### src/rtl/rv64_trap_ctrl_if.sv
// Commit-stage request channel into the machine-mode trap sequencer.
// XLEN defaults to 64 when the `XLEN macro is not supplied by the build.
`ifndef XLEN
`define XLEN 64
`endif

// Handshake: a request transfers on a rising edge where req_valid_i && req_ready_o.
// The payload must be stable while valid is high; the master may drop valid freely.
interface rv64_trap_ctrl_if #(
  parameter int XLEN = `XLEN
);
  logic            req_valid_i;
  logic            req_ready_o;
  logic            req_mret_i;
  logic [5:0]      req_cause_i;
  logic [XLEN-1:0] req_pc_i;
  logic [XLEN-1:0] req_tval_i;

  modport master (
    output req_valid_i, req_mret_i, req_cause_i, req_pc_i, req_tval_i,
    input  req_ready_o
  );

  modport slave (
    input  req_valid_i, req_mret_i, req_cause_i, req_pc_i, req_tval_i,
    output req_ready_o
  );
endinterface

### src/rtl/rv64_trap_ctrl.sv
// Machine-mode trap sequencer: exception/interrupt/mret -> CSR write strobes -> PC redirect.
// Optional TRAP_VECTORED_EN: vectored interrupt targets when mtvec mode is 2'b01.
`ifndef XLEN
`define XLEN 64
`endif

module rv64_trap_ctrl #(
  parameter int XLEN = `XLEN
) (
  input  logic             clk,
  input  logic             rst,
  rv64_trap_ctrl_if.slave  req,
  input  logic             irq_i,
  input  logic [XLEN-1:0]  irq_pc_i,
  input  logic [XLEN-1:0]  csr_mstatus_i,
  input  logic [XLEN-1:0]  csr_mepc_i,
  input  logic [XLEN-1:0]  csr_mtvec_i,
  output logic [XLEN-1:0]  csr_mstatus_o,
  output logic [XLEN-1:0]  csr_mepc_o,
  output logic [XLEN-1:0]  csr_mcause_o,
  output logic [XLEN-1:0]  csr_mtval_o,
  output logic             csr_mstatus_valid_o,
  output logic             csr_mepc_valid_o,
  output logic             csr_mcause_valid_o,
  output logic             csr_mtval_valid_o,
  output logic             redirect_valid_o,
  output logic [XLEN-1:0]  redirect_pc_o,
  output logic             busy_o,
  output logic [1:0]       state_dbg_o
);

  typedef enum logic [1:0] {
    IDLE     = 2'd0,
    SAVE     = 2'd1,
    RESTORE  = 2'd2,
    REDIRECT = 2'd3
  } state_e;

  localparam logic [XLEN-1:0] ALIGN_MASK = {{(XLEN-2){1'b1}}, 2'b00};

  state_e          state_q, state_d;
  logic            irq_q, irq_d;
  logic            mret_q, mret_d;
  logic [5:0]      code_q, code_d;
  logic [XLEN-1:0] pc_q, pc_d;
  logic [XLEN-1:0] tval_q, tval_d;

  logic            irq_pend;
  logic            take_exc;
  logic            take_irq;
  logic            take_mret;
  logic [XLEN-1:0] mstatus_save;
  logic [XLEN-1:0] mstatus_restore;
  logic [XLEN-1:0] trap_target;

  // Exceptions beat interrupts, interrupts beat mret; a pending interrupt
  // holds ready low so a simultaneous mret is not consumed.
  assign irq_pend  = irq_i & csr_mstatus_i[3];
  assign take_exc  = req.req_valid_i & ~req.req_mret_i;
  assign take_irq  = ~take_exc & irq_pend;
  assign take_mret = req.req_valid_i & req.req_mret_i & ~irq_pend;

  assign req.req_ready_o = rst & (state_q == IDLE) & ~(irq_pend & req.req_mret_i);
  assign busy_o          = (state_q != IDLE);
  assign state_dbg_o     = state_q;

  always_comb begin
    mstatus_save        = csr_mstatus_i;
    mstatus_save[7]     = csr_mstatus_i[3];
    mstatus_save[3]     = 1'b0;
    mstatus_save[12:11] = 2'b11;
  end

  always_comb begin
    mstatus_restore        = csr_mstatus_i;
    mstatus_restore[3]     = csr_mstatus_i[7];
    mstatus_restore[7]     = 1'b1;
    mstatus_restore[12:11] = 2'b11;
  end

  always_comb begin
    trap_target = csr_mtvec_i & ALIGN_MASK;
`ifdef TRAP_VECTORED_EN
    if (irq_q && (csr_mtvec_i[1:0] == 2'b01)) begin
      trap_target = (csr_mtvec_i & ALIGN_MASK) + {{(XLEN-8){1'b0}}, code_q, 2'b00};
    end
`endif
  end

  always_comb begin
    state_d             = state_q;
    irq_d               = irq_q;
    mret_d              = mret_q;
    code_d              = code_q;
    pc_d                = pc_q;
    tval_d              = tval_q;
    csr_mstatus_valid_o = 1'b0;
    csr_mepc_valid_o    = 1'b0;
    csr_mcause_valid_o  = 1'b0;
    csr_mtval_valid_o   = 1'b0;
    csr_mstatus_o       = '0;
    csr_mepc_o          = '0;
    csr_mcause_o        = '0;
    csr_mtval_o         = '0;
    redirect_valid_o    = 1'b0;
    redirect_pc_o       = '0;

    case (state_q)
      IDLE: begin
        if (take_exc) begin
          state_d = SAVE;
          irq_d   = 1'b0;
          mret_d  = 1'b0;
          code_d  = req.req_cause_i;
          pc_d    = req.req_pc_i;
          tval_d  = req.req_tval_i;
        end else if (take_irq) begin
          state_d = SAVE;
          irq_d   = 1'b1;
          mret_d  = 1'b0;
          code_d  = 6'd7;
          pc_d    = irq_pc_i;
          tval_d  = '0;
        end else if (take_mret) begin
          state_d = RESTORE;
          irq_d   = 1'b0;
          mret_d  = 1'b1;
          code_d  = '0;
          pc_d    = req.req_pc_i;
          tval_d  = '0;
        end
      end
      SAVE: begin
        csr_mstatus_valid_o = 1'b1;
        csr_mepc_valid_o    = 1'b1;
        csr_mcause_valid_o  = 1'b1;
        csr_mtval_valid_o   = 1'b1;
        csr_mstatus_o       = mstatus_save;
        csr_mepc_o          = pc_q & ALIGN_MASK;
        csr_mcause_o        = {irq_q, {(XLEN-7){1'b0}}, code_q};
        csr_mtval_o         = tval_q;
        state_d             = REDIRECT;
      end
      RESTORE: begin
        csr_mstatus_valid_o = 1'b1;
        csr_mstatus_o       = mstatus_restore;
        state_d             = REDIRECT;
      end
      REDIRECT: begin
        // CSR inputs already reflect the writes captured at the end of SAVE/RESTORE.
        redirect_valid_o = 1'b1;
        redirect_pc_o    = mret_q ? (csr_mepc_i & ALIGN_MASK) : trap_target;
        state_d          = IDLE;
      end
      default: state_d = IDLE;
    endcase
  end

  always_ff @(posedge clk or negedge rst) begin
    if (!rst) begin
      state_q <= IDLE;
      irq_q   <= 1'b0;
      mret_q  <= 1'b0;
      code_q  <= '0;
      pc_q    <= '0;
      tval_q  <= '0;
    end else begin
      state_q <= state_d;
      irq_q   <= irq_d;
      mret_q  <= mret_d;
      code_q  <= code_d;
      pc_q    <= pc_d;
      tval_q  <= tval_d;
    end
  end

endmodule

### src/flat_wrapper.sv
// flat-port wrapper written by rule: the top's interface ports become plain ports
module rv64_trap_ctrl_flat 
#(
  parameter int XLEN = `XLEN
)
  (clk, rst, irq_i, irq_pc_i, csr_mstatus_i, csr_mepc_i, csr_mtvec_i, csr_mstatus_o, csr_mepc_o, csr_mcause_o, csr_mtval_o, csr_mstatus_valid_o, csr_mepc_valid_o, csr_mcause_valid_o, csr_mtval_valid_o, redirect_valid_o, redirect_pc_o, busy_o, state_dbg_o, req_req_valid_i, req_req_mret_i, req_req_cause_i, req_req_pc_i, req_req_tval_i, req_req_ready_o);
  rv64_trap_ctrl_if #(.XLEN(XLEN)) req_i ();
  input  logic clk;
  input  logic rst;
  input  logic irq_i;
  input  logic [XLEN-1:0] irq_pc_i;
  input  logic [XLEN-1:0] csr_mstatus_i;
  input  logic [XLEN-1:0] csr_mepc_i;
  input  logic [XLEN-1:0] csr_mtvec_i;
  output logic [XLEN-1:0] csr_mstatus_o;
  output logic [XLEN-1:0] csr_mepc_o;
  output logic [XLEN-1:0] csr_mcause_o;
  output logic [XLEN-1:0] csr_mtval_o;
  output logic csr_mstatus_valid_o;
  output logic csr_mepc_valid_o;
  output logic csr_mcause_valid_o;
  output logic csr_mtval_valid_o;
  output logic redirect_valid_o;
  output logic [XLEN-1:0] redirect_pc_o;
  output logic busy_o;
  output logic [1:0] state_dbg_o;
  input wire logic [$bits(req_i.req_valid_i)-1:0] req_req_valid_i;
  input wire logic [$bits(req_i.req_mret_i)-1:0] req_req_mret_i;
  input wire logic [$bits(req_i.req_cause_i)-1:0] req_req_cause_i;
  input wire logic [$bits(req_i.req_pc_i)-1:0] req_req_pc_i;
  input wire logic [$bits(req_i.req_tval_i)-1:0] req_req_tval_i;
  output wire logic [$bits(req_i.req_ready_o)-1:0] req_req_ready_o;
  assign req_i.req_valid_i = req_req_valid_i;
  assign req_i.req_mret_i = req_req_mret_i;
  assign req_i.req_cause_i = req_req_cause_i;
  assign req_i.req_pc_i = req_req_pc_i;
  assign req_i.req_tval_i = req_req_tval_i;
  assign req_req_ready_o = req_i.req_ready_o;
  rv64_trap_ctrl #(.XLEN(XLEN)) u_core (.clk(clk), .rst(rst), .req(req_i), .irq_i(irq_i), .irq_pc_i(irq_pc_i), .csr_mstatus_i(csr_mstatus_i), .csr_mepc_i(csr_mepc_i), .csr_mtvec_i(csr_mtvec_i), .csr_mstatus_o(csr_mstatus_o), .csr_mepc_o(csr_mepc_o), .csr_mcause_o(csr_mcause_o), .csr_mtval_o(csr_mtval_o), .csr_mstatus_valid_o(csr_mstatus_valid_o), .csr_mepc_valid_o(csr_mepc_valid_o), .csr_mcause_valid_o(csr_mcause_valid_o), .csr_mtval_valid_o(csr_mtval_valid_o), .redirect_valid_o(redirect_valid_o), .redirect_pc_o(redirect_pc_o), .busy_o(busy_o), .state_dbg_o(state_dbg_o));
endmodule
### config.mk
export PLATFORM = sky130hd
export DESIGN_NAME = rv64_trap_ctrl_flat
export DESIGN_NICKNAME = d
export VERILOG_FILES = /design/src/rtl/rv64_trap_ctrl_if.sv /design/src/rtl/rv64_trap_ctrl.sv /design/src/flat_wrapper.sv
export SDC_FILE = /design/constraint.sdc
export NUM_CORES = 1
export LEC_CHECK = 0
export BUFFER_PORTS_ARGS = -buffer_cell sky130_fd_sc_hd__buf_2
export CAP_MARGIN = 20
export CORE_AREA = 2 2 285 287
export DETAILED_ROUTE_END_ITERATION = 16
export DIE_AREA = 0 0 287 289
export SYNTH_ARGS = -nofsm -noshare
export SYNTH_HDL_FRONTEND = slang
export SYNTH_SLANG_ARGS = --single-unit
export TNS_END_PERCENT = 100
### constraint.sdc
create_clock -name clk -period 3.74 [get_ports clk]
set_clock_uncertainty 0.2 [all_clocks]
set_input_delay 0 -clock clk [delete_from_list [all_inputs] [get_ports clk]]
set_output_delay 0 -clock clk [all_outputs]
set_load 0.01 [all_outputs]
==> results_dict.tcl <==
set metrics [dict create \
    crit_family "buffers and inverters" \
    firstDrtPassIters 5 \
    tns_ns 0 \
    postRouteAntennaNets 0 \
    global_route.usage.met1 0.141 \
    drt-initial-drc-count 594 \
    final_cell_mix "buf_2, dlygate4sd3_1, and2_1" \
    end_kind "flop" \
    grt_pass1_wl_um 77400 \
    portBuffers 652 \
    netlist-cell-type-count 30 \
    timing.final.crit_period_ns 2.97 \
    grtUsageTotal 0.132 \
    root_buffer "clkbuf_16" \
    p_int_mw 6.09 \
    switching_share 0.439 \
    ys_seq_area_frac 0.359 \
    synth_area_um2 9480 \
    worstMarginPinSlew_ns 1.09 \
    cts_buffer_depth 2 \
    grt_start_max_net_pins 137 \
    start_util 0.119 \
    die_height_um 289 \
    status "completed" \
    finalCritPeriodShare 0.794 \
    cpMaxStageDelayCell "and2_4" \
    final_common_cell "buf_2" \
    relSlewSlack 0.274 \
    cap_violations 0 \
    syn2layout_area_growth_pct 71.6 \
    ir_worst_vdd_mv 0.540 \
    p_per_area_nw_per_um2 667 \
    utilization 0.204 \
    drc_errors 0 \
    drive_gt1_frac 0.393 \
    power_leakage_nw 7.65 \
    antenna_found_initial 33 \
    cp_num_buf_inv 4 \
    post_cts_buffers 0 \
    worstPathRequired_ns 3.90 \
    rsz0062_at_grt "no" \
    routed_via_density 3.80 \
    slowest_delay_ns 0.63 \
    syn_area_per_cell_um2 8.47 \
    vias 11300 \
    worst_path_most_repeated_cell "dlygate4sd3_1" \
    synthCells 1119 \
    fill_cells 8856 \
    fin_nets 2295 \
    grt-busiest-layer "met2" \
    arrival_ns 3.13 \
    p_comb_frac 0.580 \
    ys_ff_latch 136 \
    hp-class "in -> reg" \
    die_area_um2 82900 \
    cts_buffers 17 \
    clock_latency_ns 0.49 \
    die_x_um 287 \
    place_congestion 0.854 \
    dp_hpwl_um 42900 \
    grtUsageMet2 0.228 \
    grt_pass1_vias 11300 \
    coreArea_um2 79900 \
    wl_per_cell_um 19.2 \
    cp_max_fo 40 \
    clock.fmax_ghz 0.337 \
    final_hold_viol_count 0 \
    ios 724 \
    met3_usage 0.0379 \
    cts_tree "built" \
    path_cells "dlygate4sd3_1 -> buf_2 -> a21o_4 -> and2_4 -> buf_4 -> a31oi_2 -> dlygate4sd3_1" \
    num_rows 104 \
    setup_viol 0 \
    pwr-share-seq 0.247 \
    slew_viol_final 0 \
    cts_sinks 136 \
    clk_pin_slew_worst_paths_ns 0.07 \
    wirelength_um 57300 \
    cts_max_level 4 \
    critical_path_class "in -> reg" \
    grt_overflow 0 \
    synth_warnings 0 \
    worstSetupStartpointType "primary input" \
    switchingPower_mw 4.77 \
    clockPowerShare 0.173 \
]
registers in the layout, indices dropped and copies added (netlist names):
register            flops
u_core.pc_q            62
u_core.state_dbg_o      2
u_core.mret_q           1
u_core.irq_q            1
u_core.code_q           6
u_core.tval_q          64
logic make-up after synthesis:
| group | after synthesis | share of synthesized area |
|---|---|---|
| AOI/OAI and AO/OA | 268 | 0.180 |
| adders and majority gates | 4 | 0.00528 |
| buffers and inverters | 248 | 0.137 |
| DFF | 136 | 0.359 |
| muxes | 63 | 0.0665 |
| other | 1 | 0.000396 |
| and+or+nand+nor | 399 | 0.253 |
metal layers:
metal | vias to the layer above | wire length (um)
met1 | 5336 | 21400
met2 | 621 | 28000
met3 | 105 | 4450
met5 | - | 72
met4 | 12 | 3330
li1 | 5269 | -
path summary, 6_finish.rpt:
kind                                       startpoint                    end  slack [ns]  cells past startpoint
worst max register to register  u_core.state_dbg_o[0]        u_core.pc_q[13]        0.96                      6
worst max-delay path                  req_req_valid_i        u_core.pc_q[13]        0.77                      7
worst min register to register      u_core.tval_q[59]      u_core.tval_q[59]        0.32                      2
min in group asynchronous                         rst      u_core.tval_q[11]        0.46                      3
worst min-delay path                            irq_i  u_core.state_dbg_o[0]        0.04                      3
max in group asynchronous                         rst        u_core.pc_q[28]        2.00                      4
power groups by stage:
stage | logic [mW] | registers (mW) | clock network (mW)
after floorplan | 3.44 | 2.44 | 0
after CTS | 6.38 | 2.67 | 1.95
after global routing | 6.95 | 2.77 | 1.98
final | 6.30 | 2.68 | 1.88
after detailed placement | 5.61 | 2.70 | 0
after global placement | 5.59 | 2.67 | 0
layout make-up:
type / count / area, um2 / area share
Antenna cell: 18 / 45.0 / 0.00277
Clock buffer: 17 / 425 / 0.0261
Clock inverter: 15 / 181 / 0.0112
Inverter: 70 / 263 / 0.0162
Multi-Input combinational cell: 795 / 5060 / 0.311
Sequential cell: 136 / 3410 / 0.209
Tap cell: 1060 / 1330 / 0.0815
Timing Repair Buffer: 876 / 5560 / 0.342
cell usage after synthesis, drive strengths merged:
cell,count,share of area
clkbuf,69,0.027
mux2i,63,0.067
a31oi,63,0.068
conb,1,0.00040
a21oi,66,0.035
and2,196,0.13
ha,4,0.0053
o22a,3,0.0028
o21ai,129,0.068
nor3,1,0.00053
nand2,5,0.0020
nand2b,1,0.00066
dfrtp,136,0.36
and2b,1,0.00079
nor2,4,0.0016
nand3,62,0.033
inv,70,0.028
buf,109,0.081
nand4,67,0.044
a32o,1,0.0011
o2bb2ai,1,0.00092
nor2b,62,0.041
a21o,2,0.0016
o21a,3,0.0024
per-stage QoR:
| step | instances | power [mW] | cell area [um2] | setup WS [ns] | hold WS, ns |
|---|---|---|---|---|---|
| floorplan | 1179 | 5.87 | 9710 | 1.96 | -0.496 |
| global placement | 2727 | 8.26 | 13500 | 1.28 | -0.0596 |
| detailed placement | 2727 | 8.31 | 13500 | 1.28 | -0.0656 |
| CTS | 2968 | 11.0 | 16200 | 0.652 | 0.0457 |
| global route | 2983 | 11.7 | 16300 | 0.539 | 0.0775 |
| finish | 2987 | 10.9 | 16300 | 0.771 | 0.0414 |
timing repair:
action,CTS,global route
endpoints found under the hold margin,215,0
gates resized for setup,0,0
hold buffers,209,0
setup endpoints to repair,0,0
tightest hold or removal path: stages:
cell	delay (ns)
buf_2	0.12
nand2_2	0.40
a31oi_1	0.15
Note: power is estimated with default switching activity, not from simulation.
